**src/rtl/xor_stream_cipher_w_if.sv**
```systemverilog
// Dual-channel handshake bundle for the W-bit XOR stream cipher.
// slave is the cipher's view; master is the traffic source/sink view.
interface xor_stream_cipher_w_if #(
  parameter int W = 8
);
  logic         tx_in_valid;
  logic         tx_in_ready;
  logic [W-1:0] tx_in_data;
  logic         tx_out_valid;
  logic         tx_out_ready;
  logic [W-1:0] tx_out_data;
  logic         rx_in_valid;
  logic         rx_in_ready;
  logic [W-1:0] rx_in_data;
  logic         rx_out_valid;
  logic         rx_out_ready;
  logic [W-1:0] rx_out_data;

  modport slave (
    input  tx_in_valid, tx_in_data, tx_out_ready,
    output tx_in_ready, tx_out_valid, tx_out_data,
    input  rx_in_valid, rx_in_data, rx_out_ready,
    output rx_in_ready, rx_out_valid, rx_out_data
  );

  modport master (
    output tx_in_valid, tx_in_data, tx_out_ready,
    input  tx_in_ready, tx_out_valid, tx_out_data,
    output rx_in_valid, rx_in_data, rx_out_ready,
    input  rx_in_ready, rx_out_valid, rx_out_data
  );
endinterface

```
**src/rtl/xor_stream_cipher_w.sv**
```systemverilog
// W-bit-per-beat dual-channel XOR stream cipher with Galois LFSR keystreams.
// Taps, seed and bypass arrive over a serial cfg chain validated at the load event.
module xor_stream_cipher_w #(
  parameter int           W            = 8,
  parameter int           N            = 32,
  parameter logic [N-1:0] DEFAULT_TAPS = 'h48000000,
  parameter logic [N-1:0] DEFAULT_SEED = 'h00000055
) (
  input  logic clk,
  input  logic rst_n,
  input  logic cfg_en,
  input  logic cfg_i,
  output logic cfg_o,
  input  logic rekey,
  output logic cfg_ok,
  output logic cfg_err,
  xor_stream_cipher_w_if.slave bus
);
  localparam int             CFGW     = 2 * N + 2;
  localparam int             CW       = $clog2(2 * N + 4);
  localparam logic [CW-1:0]  CNT_FULL = CW'(2 * N + 2);
  localparam logic [CW-1:0]  CNT_SAT  = CW'(2 * N + 3);

  logic [CFGW-1:0] r_cfg;
  logic [CW-1:0]   r_cnt;
  logic            r_cfg_ok;
  logic            r_cfg_err;

  logic [N-1:0]    w_taps;
  logic [N-1:0]    w_seed;
  logic            w_bypass;
  logic            w_load_evt;
  logic            w_load_good;
  logic            w_rekey_go;

  logic [1:0]          w_in_valid;
  logic [1:0]          w_in_ready;
  logic [1:0]          w_out_ready;
  logic [1:0]          w_out_valid;
  logic [1:0][W-1:0]   w_in_data;
  logic [1:0][W-1:0]   w_out_data;

  assign w_bypass = r_cfg[CFGW-1];
  assign w_taps   = r_cfg[2*N-1:N];
  assign w_seed   = r_cfg[N-1:0];

  // A nonzero counter with cfg_en low can only mean cfg_en just fell.
  assign w_load_evt  = !cfg_en && (r_cnt != '0);
  assign w_load_good = w_load_evt && (r_cnt == CNT_FULL) && (w_seed != '0);
  assign w_rekey_go  = rekey && !cfg_en && r_cfg_ok;

  assign cfg_o   = cfg_en & r_cfg[0];
  assign cfg_ok  = r_cfg_ok;
  assign cfg_err = r_cfg_err;

  always_ff @(posedge clk or negedge rst_n) begin
    if (!rst_n) begin
      r_cfg     <= {2'b00, DEFAULT_TAPS, DEFAULT_SEED};
      r_cnt     <= '0;
      r_cfg_ok  <= 1'b1;
      r_cfg_err <= 1'b0;
    end else if (cfg_en) begin
      r_cfg <= {cfg_i, r_cfg[CFGW-1:1]};
      if (r_cnt != CNT_SAT) begin
        r_cnt <= r_cnt + 1'b1;
      end
    end else if (w_load_evt) begin
      r_cnt     <= '0;
      r_cfg_ok  <= w_load_good;
      r_cfg_err <= !w_load_good;
    end
  end

  // Channel 0 is TX (encrypt), channel 1 is RX (decrypt); the datapath is identical.
  assign w_in_valid  = {bus.rx_in_valid, bus.tx_in_valid};
  assign w_in_data   = {bus.rx_in_data, bus.tx_in_data};
  assign w_out_ready = {bus.rx_out_ready, bus.tx_out_ready};

  assign bus.tx_in_ready  = w_in_ready[0];
  assign bus.tx_out_valid = w_out_valid[0];
  assign bus.tx_out_data  = w_out_data[0];
  assign bus.rx_in_ready  = w_in_ready[1];
  assign bus.rx_out_valid = w_out_valid[1];
  assign bus.rx_out_data  = w_out_data[1];

  genvar gi, gb;
  generate
    for (gi = 0; gi < 2; gi++) begin : g_ch
      logic [N-1:0]      r_lfsr;
      logic              r_out_valid;
      logic [W-1:0]      r_out_data;
      logic [W:0][N-1:0] w_chain;
      logic [W-1:0]      w_ks;
      logic              w_accept;

      assign w_chain[0] = r_lfsr;
      for (gb = 0; gb < W; gb++) begin : g_step
        assign w_ks[gb]      = w_chain[gb][0];
        assign w_chain[gb+1] = (w_chain[gb] >> 1) ^ (w_chain[gb][0] ? w_taps : '0);
      end

      assign w_in_ready[gi]  = rst_n & r_cfg_ok & !cfg_en & (!r_out_valid | w_out_ready[gi]);
      assign w_accept        = w_in_valid[gi] & w_in_ready[gi];
      assign w_out_valid[gi] = r_out_valid;
      assign w_out_data[gi]  = r_out_data;

      always_ff @(posedge clk or negedge rst_n) begin
        if (!rst_n) begin
          r_lfsr      <= DEFAULT_SEED;
          r_out_valid <= 1'b0;
          r_out_data  <= '0;
        end else begin
          // Reseeding wins over the post-beat state of a same-cycle accept.
          if (w_load_good || w_rekey_go) begin
            r_lfsr <= w_seed;
          end else if (w_accept) begin
            r_lfsr <= w_chain[W];
          end

          if (w_accept) begin
            r_out_valid <= 1'b1;
            r_out_data  <= w_bypass ? w_in_data[gi] : (w_in_data[gi] ^ w_ks);
          end else if (w_out_ready[gi]) begin
            r_out_valid <= 1'b0;
          end
        end
      end
    end
  endgenerate
endmodule

```
**src/flat_wrapper.sv**
```systemverilog
// flat-port wrapper written by rule: the top's interface ports become plain ports
module xor_stream_cipher_w_flat 
#(
  parameter int           W            = 8,
  parameter int           N            = 32,
  parameter logic [N-1:0] DEFAULT_TAPS = 'h48000000,
  parameter logic [N-1:0] DEFAULT_SEED = 'h00000055
)
  (clk, rst_n, cfg_en, cfg_i, cfg_o, rekey, cfg_ok, cfg_err, bus_tx_in_valid, bus_tx_in_data, bus_tx_out_ready, bus_tx_in_ready, bus_tx_out_valid, bus_tx_out_data, bus_rx_in_valid, bus_rx_in_data, bus_rx_out_ready, bus_rx_in_ready, bus_rx_out_valid, bus_rx_out_data);
  xor_stream_cipher_w_if #(.W(W)) bus_i ();
  input  logic clk;
  input  logic rst_n;
  input  logic cfg_en;
  input  logic cfg_i;
  output logic cfg_o;
  input  logic rekey;
  output logic cfg_ok;
  output logic cfg_err;
  input wire logic [$bits(bus_i.tx_in_valid)-1:0] bus_tx_in_valid;
  input wire logic [$bits(bus_i.tx_in_data)-1:0] bus_tx_in_data;
  input wire logic [$bits(bus_i.tx_out_ready)-1:0] bus_tx_out_ready;
  output wire logic [$bits(bus_i.tx_in_ready)-1:0] bus_tx_in_ready;
  output wire logic [$bits(bus_i.tx_out_valid)-1:0] bus_tx_out_valid;
  output wire logic [$bits(bus_i.tx_out_data)-1:0] bus_tx_out_data;
  input wire logic [$bits(bus_i.rx_in_valid)-1:0] bus_rx_in_valid;
  input wire logic [$bits(bus_i.rx_in_data)-1:0] bus_rx_in_data;
  input wire logic [$bits(bus_i.rx_out_ready)-1:0] bus_rx_out_ready;
  output wire logic [$bits(bus_i.rx_in_ready)-1:0] bus_rx_in_ready;
  output wire logic [$bits(bus_i.rx_out_valid)-1:0] bus_rx_out_valid;
  output wire logic [$bits(bus_i.rx_out_data)-1:0] bus_rx_out_data;
  assign bus_i.tx_in_valid = bus_tx_in_valid;
  assign bus_i.tx_in_data = bus_tx_in_data;
  assign bus_i.tx_out_ready = bus_tx_out_ready;
  assign bus_tx_in_ready = bus_i.tx_in_ready;
  assign bus_tx_out_valid = bus_i.tx_out_valid;
  assign bus_tx_out_data = bus_i.tx_out_data;
  assign bus_i.rx_in_valid = bus_rx_in_valid;
  assign bus_i.rx_in_data = bus_rx_in_data;
  assign bus_i.rx_out_ready = bus_rx_out_ready;
  assign bus_rx_in_ready = bus_i.rx_in_ready;
  assign bus_rx_out_valid = bus_i.rx_out_valid;
  assign bus_rx_out_data = bus_i.rx_out_data;
  xor_stream_cipher_w #(.W(W), .N(N), .DEFAULT_TAPS(DEFAULT_TAPS), .DEFAULT_SEED(DEFAULT_SEED)) u_core (.clk(clk), .rst_n(rst_n), .cfg_en(cfg_en), .cfg_i(cfg_i), .cfg_o(cfg_o), .rekey(rekey), .cfg_ok(cfg_ok), .cfg_err(cfg_err), .bus(bus_i));
endmodule
```
**config.mk**
```make
export PLATFORM = sky130hd
export DESIGN_NAME = xor_stream_cipher_w_flat
export DESIGN_NICKNAME = d
export VERILOG_FILES = /design/src/rtl/xor_stream_cipher_w_if.sv /design/src/rtl/xor_stream_cipher_w.sv /design/src/flat_wrapper.sv
export SDC_FILE = /design/constraint.sdc
export NUM_CORES = 1
export LEC_CHECK = 0
export CORE_ASPECT_RATIO = 0.9
export CORE_MARGIN = 5
export CORE_UTILIZATION = 25
export DETAILED_ROUTE_END_ITERATION = 8
export PLACE_DENSITY = 0.43
export SETUP_SLACK_MARGIN = 0.02
export SLEW_MARGIN = 10
export SYNTH_ARGS = -nofsm -noshare
export SYNTH_HDL_FRONTEND = slang
export SYNTH_SLANG_ARGS = --single-unit
```
**constraint.sdc**
```tcl
create_clock -name clk -period 3.5 [get_ports clk]
set_input_delay 0.525 -clock clk [delete_from_list [all_inputs] [get_ports clk]]
set_output_delay 0.525 -clock clk [all_outputs]
set_load 0.005 [all_outputs]
```
Yosys cells after proc, flatten, opt, wreduce, memory -nomap -nowiden
Cells that the tools add are included.

Add/subtract/negate cells: 1. Multipliers: 0. Divide/modulo/power cells: 0. $lt $le $gt $ge: 0. Equality and inequality tests: 3. Shift operators: 0. Muxes and demuxes: 29. Bitwise logic cells: 28. Reduce and logical (&&, ||, !) cells: 19.

Operator list (number): two-way mux 32 bit (20); XOR 31 x 32 -> 32 bit (16); nonzero test 32 bit (1); two-way mux 7 bit (3); two-way mux 8 bit (2); XOR 8 bit (2); nonzero test 2 bit (5); adder 7 x 1 -> 7 bit, second input constant (1); bitwise AND 1 bit (7); equality test 7 bit, second input constant (1); != test 7 bit, second input constant (1); nonzero test 7 bit (1); logical AND 1 bit (5); zero test 1 bit (4); two-way mux 1 bit (4); AND reduction 2 bit (2); != test 2 x 1 -> 1 bit, second input constant (1); bitwise OR 1 bit (2); logical OR 1 bit (1); NOT 1 bit (1).

Register bits: 157. Latch bits: 0. Memory bits (writable): 0. Bits in read-only memories: 0. Input port bits: 25. Output and inout port bits: 23. Logic and storage cells: 90. Memories: 0.

Depth between registers and ports, before layout
Depth in word-level cells: 18. Depth in mapped cells: 17. Depth with buffers taken out: 11.

Worst setup path after synthesis
Ideal clock, no wire load.

Path type: reg-to-reg. From: reg u_core.g_ch[1].r_lfsr[0]. To: reg u_core.g_ch[1].r_lfsr[2]. Arrival: 3521 ps. Data required time: 3414 ps. Setup slack: -107 ps. Cell stages (with the launch flop): 13. Period minus slack after synthesis: 3607 ps. Path through: dfstp_2 -> buf_2 -> a21oi_1 -> or4_4 -> a211oi_2 -> nor2_4 -> xnor3_2 -> mux2_4 -> buf_6 -> or4_1 -> o2111ai_1 -> nor4_1 -> nand3b_1.

Cells in the longest elaborated chain, start to end: 18.

RTL lines: start, declared (line xor_stream_cipher_w.sv:89) `logic [N-1:0] r_lfsr;`; start signal, assigned (line xor_stream_cipher_w.sv:115) `r_lfsr <= w_seed;`; start signal, assigned (line xor_stream_cipher_w.sv:117) `r_lfsr <= w_chain[W];`; two-way mux 32 bit (*) (line xor_stream_cipher_w.sv:99) `assign w_chain[gb+1] = (w_chain[gb] >> 1) ^ (w_chain[gb][0] ? w_taps : '0);`; XOR 31 x 32 -> 32 bit (*) (line xor_stream_cipher_w.sv:99); two-way mux 32 bit (line xor_stream_cipher_w.sv:99); XOR 31 x 32 -> 32 bit (*) (line xor_stream_cipher_w.sv:99); two-way mux 32 bit (line xor_stream_cipher_w.sv:99); XOR 31 x 32 -> 32 bit (*) (line xor_stream_cipher_w.sv:99); two-way mux 32 bit (line xor_stream_cipher_w.sv:99); XOR 31 x 32 -> 32 bit (*) (line xor_stream_cipher_w.sv:99); [... 2 more ...]; two-way mux 32 bit (line xor_stream_cipher_w.sv:99); XOR 31 x 32 -> 32 bit (*) (line xor_stream_cipher_w.sv:99); two-way mux 32 bit (line xor_stream_cipher_w.sv:99); XOR 31 x 32 -> 32 bit (*) (line xor_stream_cipher_w.sv:99); two-way mux 32 bit (line xor_stream_cipher_w.sv:99); XOR 31 x 32 -> 32 bit (*) (line xor_stream_cipher_w.sv:99); two-way mux 32 bit (*) (line xor_stream_cipher_w.sv:116) `end else if (w_accept) begin`; two-way mux 32 bit (*) (line xor_stream_cipher_w.sv:114) `if (w_load_good || w_rekey_go) begin`.

Every way passes the cells marked *; elsewhere a longest branch is shown, timed or not. The select of a mux whose other input is x is not followed. A chain may end at the register's enable or synchronous reset.

Worst setup path in the final report
From: reg u_core.r_cfg[32]. To: reg u_core.g_ch[0].r_lfsr[30].

Cells in the longest elaborated chain, start to end: 18.

RTL lines: start, declared (line xor_stream_cipher_w.sv:24) `logic [CFGW-1:0] r_cfg;`; start signal, assigned (line xor_stream_cipher_w.sv:58) `r_cfg <= {2'b00, DEFAULT_TAPS, DEFAULT_SEED};`; start signal, assigned (line xor_stream_cipher_w.sv:63) `r_cfg <= {cfg_i, r_cfg[CFGW-1:1]};`; two-way mux 32 bit (line xor_stream_cipher_w.sv:99); XOR 31 x 32 -> 32 bit (line xor_stream_cipher_w.sv:99); two-way mux 32 bit (line xor_stream_cipher_w.sv:99); XOR 31 x 32 -> 32 bit (line xor_stream_cipher_w.sv:99); two-way mux 32 bit (line xor_stream_cipher_w.sv:99); XOR 31 x 32 -> 32 bit (line xor_stream_cipher_w.sv:99); two-way mux 32 bit (line xor_stream_cipher_w.sv:99); XOR 31 x 32 -> 32 bit (line xor_stream_cipher_w.sv:99); [... 2 more ...]; two-way mux 32 bit (line xor_stream_cipher_w.sv:99); XOR 31 x 32 -> 32 bit (line xor_stream_cipher_w.sv:99); two-way mux 32 bit (line xor_stream_cipher_w.sv:99); XOR 31 x 32 -> 32 bit (*) (line xor_stream_cipher_w.sv:99); two-way mux 32 bit (line xor_stream_cipher_w.sv:99); XOR 31 x 32 -> 32 bit (*) (line xor_stream_cipher_w.sv:99); two-way mux 32 bit (*) (line xor_stream_cipher_w.sv:116); two-way mux 32 bit (*) (line xor_stream_cipher_w.sv:114); end signal, assigned (line xor_stream_cipher_w.sv:115); end signal, assigned (line xor_stream_cipher_w.sv:117); end, declared (line xor_stream_cipher_w.sv:89).

Marked as above.

==> results.json <==
{
  "max-cap-violations": 0,
  "swShare_pct": 50.1,
  "irDropWorstVdd_mv": 0.306,
  "ys_ff_latch": 157,
  "dp.cells": 3285,
  "grtUsageTotal_pct": 19.4,
  "dp_slack_ps": -250,
  "status": "finished, violations left",
  "final_common_cell": "nand2_1",
  "reg2reg_slack_ps": -270,
  "crit_fanout": 7,
  "setup_viol": 64,
  "period_needed_ps": 3770,
  "critical_path_arrival_ps": 4160,
  "endpoint": "u_core.g_ch[0].r_lfsr[30]$_DFFE_PN0P_",
  "critPathLaunchType": "flip-flop",
  "hpwl_mm": 50.9,
  "power.leakage_nw": 8.67,
  "reg2regPathDepth": 16,
  "timing.setup.tns_ps": -11550,
  "pwr-share-seq_pct": 21.6,
  "syn-instance-count": 2304,
  "n_fill_cell": 7352,
  "p_int_mw": 6.87,
  "r2r_start": "u_core.r_cfg[32]$_DFFE_PN0P_",
  "grt_pass1_vias": 17525,
  "ys_async_sr_fraction_pct": 100,
  "stdcell_count": 3417,
  "crit_type": "flip-flop to flip-flop",
  "drive_above_1_share_pct": 27.2,
  "ff_latch_area_um2": 3960,
  "r2r-end": "u_core.g_ch[0].r_lfsr[30]$_DFFE_PN0P_",
  "mostFrequentLayoutCells": "nand2_1 (383), buf_4 (248), xnor2_1 (236), dfrtp_1 (136), o21ai_0 (131)",
  "antenna_found_initial": 0,
  "grt_max_degree": 128,
  "coreArea_um2": 69800,
  "clkSinkCount": 157,
  "slew_headroom_pct": 36.1,
  "place_congestion": 0.850,
  "yosysWarnings": 0,
  "vias_per_cell": 5.38,
  "worstMarginPinSlew_ps": 958,
  "wirelength_mm": 75.2,
  "synth_edf_count": 0,
  "grt_pass1_wl_mm": 112,
  "multi_input_area_um2": 13300,
  "io_pins": 48,
  "cts_root_buffer": "clkbuf_16",
  "drt-pass1-iter-count": 5,
  "detail_route.wl_per_cell_um": 22.0,
  "h-tree-depth": 4,
  "cts_tree": "done",
  "netlist_area_um2": 17500,
  "ant_nets": 0,
  "clock_skew_ps": 16.5,
  "required_ps": 3890,
  "holdWs_ps": 426,
  "power_density_nw_per_um2": 595,
  "die_x_um": 289,
  "start_util_pct": 25.1,
  "portBuffers": 47,
  "finalCritPeriodShare_pct": 108,
  "die_area_um2": 75500,
  "drc": 0,
  "end_kind": "flip-flop",
  "nNetsFinal": 2489,
  "clkTransAtPathRegs_ps": 90,
  "final_core_util_pct": 33.1,
  "numCtsBuffers": 17,
  "drt_iter0_drc": 1742,
  "power_switching_mw": 6.89,
  "syn_avg_cell_area_um2": 7.61,
  "synthFlopType": "dfrtp_1",
  "rows": 92,
  "hold_viol": 0,
  "hold_depth": 3,
  "cp-startpoint": "u_core.r_cfg[32]$_DFFE_PN0P_",
  "synth_cell_types": 81,
  "area_growth_pct": 31.9,
  "violations": "setup timing",
  "fin_ws_ps": -272,
  "worstSkewPairLatency_ps": 510,
  "fmax_ghz": 0.265,
  "hold_path_class": "input pin to flip-flop",
  "rsz0062_at_grt": "yes",
  "p_clk_share_pct": 15.4,
  "cts_buffer_depth": 2,
  "power_frac_comb_pct": 63.0,
  "die_y_um": 261,
  "grt_overflow": 0,
  "vias": 18372,
  "yosysSeqAreaShare_pct": 22.5,
  "slew_viol_final": 0,
  "syn_nets": 2332
}
## registers in the layout, summed over array words and instances (netlist names)
register                 cells
u_core.bus.rx_out_valid      1
u_core.bus.rx_out_data       8
u_core.cfg_err               1
u_core.bus.tx_out_valid      1
u_core.r_cfg                66
u_core.bus.tx_out_data       8
u_core.r_cnt                 7
u_core.cfg_ok                1
u_core.g_ch.r_lfsr          64
## metal layers
layer / track usage, % / share of wire (%) / vias up
li1: - / - / 8573
met1: 27.3 / 46 / 9065
met5: 0 / 0 / -
met4: 5.72 / 2.1 / 0
met3: 2.87 / 6.2 / 93
met2: 30.7 / 45 / 641
## repair_timing
| action | CTS | global route |
|---|---|---|
| endpoints found under the setup margin | 68 | 68 |
| setup buffers | 52 | 36 |
| hold buffers | 2 | 0 |
| pin swaps | 105 | 108 |
| hold endpoints to repair | 30 | 0 |
| gates cloned | 9 | 2 |
| resized for setup | 144 | 99 |
## power by group through the flow
| stage | Combinational (mW) | Sequential [mW] | Clock, mW |
|---|---|---|---|
| after global routing | 9.18 | 3.04 | 2.23 |
| after CTS | 8.18 | 2.96 | 2.18 |
| after floorplan | 5.06 | 2.34 | 0 |
| after global placement | 7.43 | 2.97 | 0 |
| after detailed placement | 7.47 | 2.99 | 0 |
| final | 8.67 | 2.97 | 2.12 |
## cell usage after synthesis, types with 8 or more instances
library cell  number  area (um2)
a211oi_1          26         195
a21o_1            53         398
a21oi_1           71         355
a221oi_1          15         131
a221oi_2           8         120
a31oi_1          112         701
a32o_1            22         220
and2_1            45         282
and3_1            29         181
buf_1             17        63.8
buf_2             48         240
buf_4              8        60.1
clkbuf_1         178         668
dfrtp_1          142        3550
dfstp_2           15         394
inv_1             18        67.6
mux2_2            61         687
nand2_1          393        1480
nand2b_1           9        56.3
nand3_1          120         601
nand3b_1          52         390
nand4_1           84         526
nor2_1            27         101
nor2b_1           17         106
nor3_1            19        95.1
nor4_1            34         213
o211ai_1          57         428
o211ai_2           9         113
o21ai_0          152         761
o21ai_1            9        45.0
or2_2             26         163
xnor2_1          248        2170
xnor3_1           11         248
xor2_1            66         578
## final cells by class
class                           instances  share of cell area [%]
Clock buffer                           17                    1.84
Inverter                               18                   0.292
Clock inverter                         15                   0.904
Multi-Input combinational cell       1872                    57.3
Antenna cell                            3                  0.0325
Sequential cell                       157                    17.1
Timing Repair Buffer                  395                    17.4
Tap cell                              940                    5.09
## cells by family (layout without fill, tap and decap cells)
group | after synthesis | in the layout | synth area share (%)
buffers and inverters | 277 | 445 | 6.81
DFF | 157 | 157 | 22.5
AOI/OAI and AO/OA | 575 | 575 | 22.0
muxes | 72 | 74 | 4.68
xor gates and xnor gates | 338 | 338 | 18.7
adders and majority gates | 3 | 3 | 0.214
and+or+nand+nor | 882 | 882 | 25.1
other | 0 | 3 | 0
## how the worst min path moves through the flow
stage                     startpoint                               endpoint  slack, ps
after detailed placement       rst_n           u_core.r_cfg[52]$_DFFE_PN0P_        460
final                         cfg_en            u_core.r_cnt[4]$_DFFE_PN0P_        430
after global placement         rst_n           u_core.r_cfg[52]$_DFFE_PN0P_        460
after floorplan                rst_n  u_core.bus.rx_out_data[0]$_DFFE_PN0P_        230
after CTS                     cfg_en            u_core.r_cnt[3]$_DFFE_PN0P_        400
after global routing          cfg_en            u_core.r_cnt[3]$_DFFE_PN0P_        430
## through the flow
stage               area (um2)  total power, mW
floorplan                17600             7.40
global placement         20500             10.4
detailed placement       20500             10.5
CTS                      22400             13.3
global route             23100             14.5
finish                   23100             13.8
## worst max-delay path: stages (launching register included)
cell and delay, ps:
dfrtp_4 490, buf_12 140, buf_8 100, o21ai_2 60
and3_4 170, a311oi_2 310, xor3_2 400, xnor3_2 470
buf_12 170, mux2_4 410, buf_4 180, buf_6 110
nor3_4 140, buf_6 150, o21ai_2 50, xnor2_1 200
o211ai_1 100
Power figures use the tool's default switching activity.
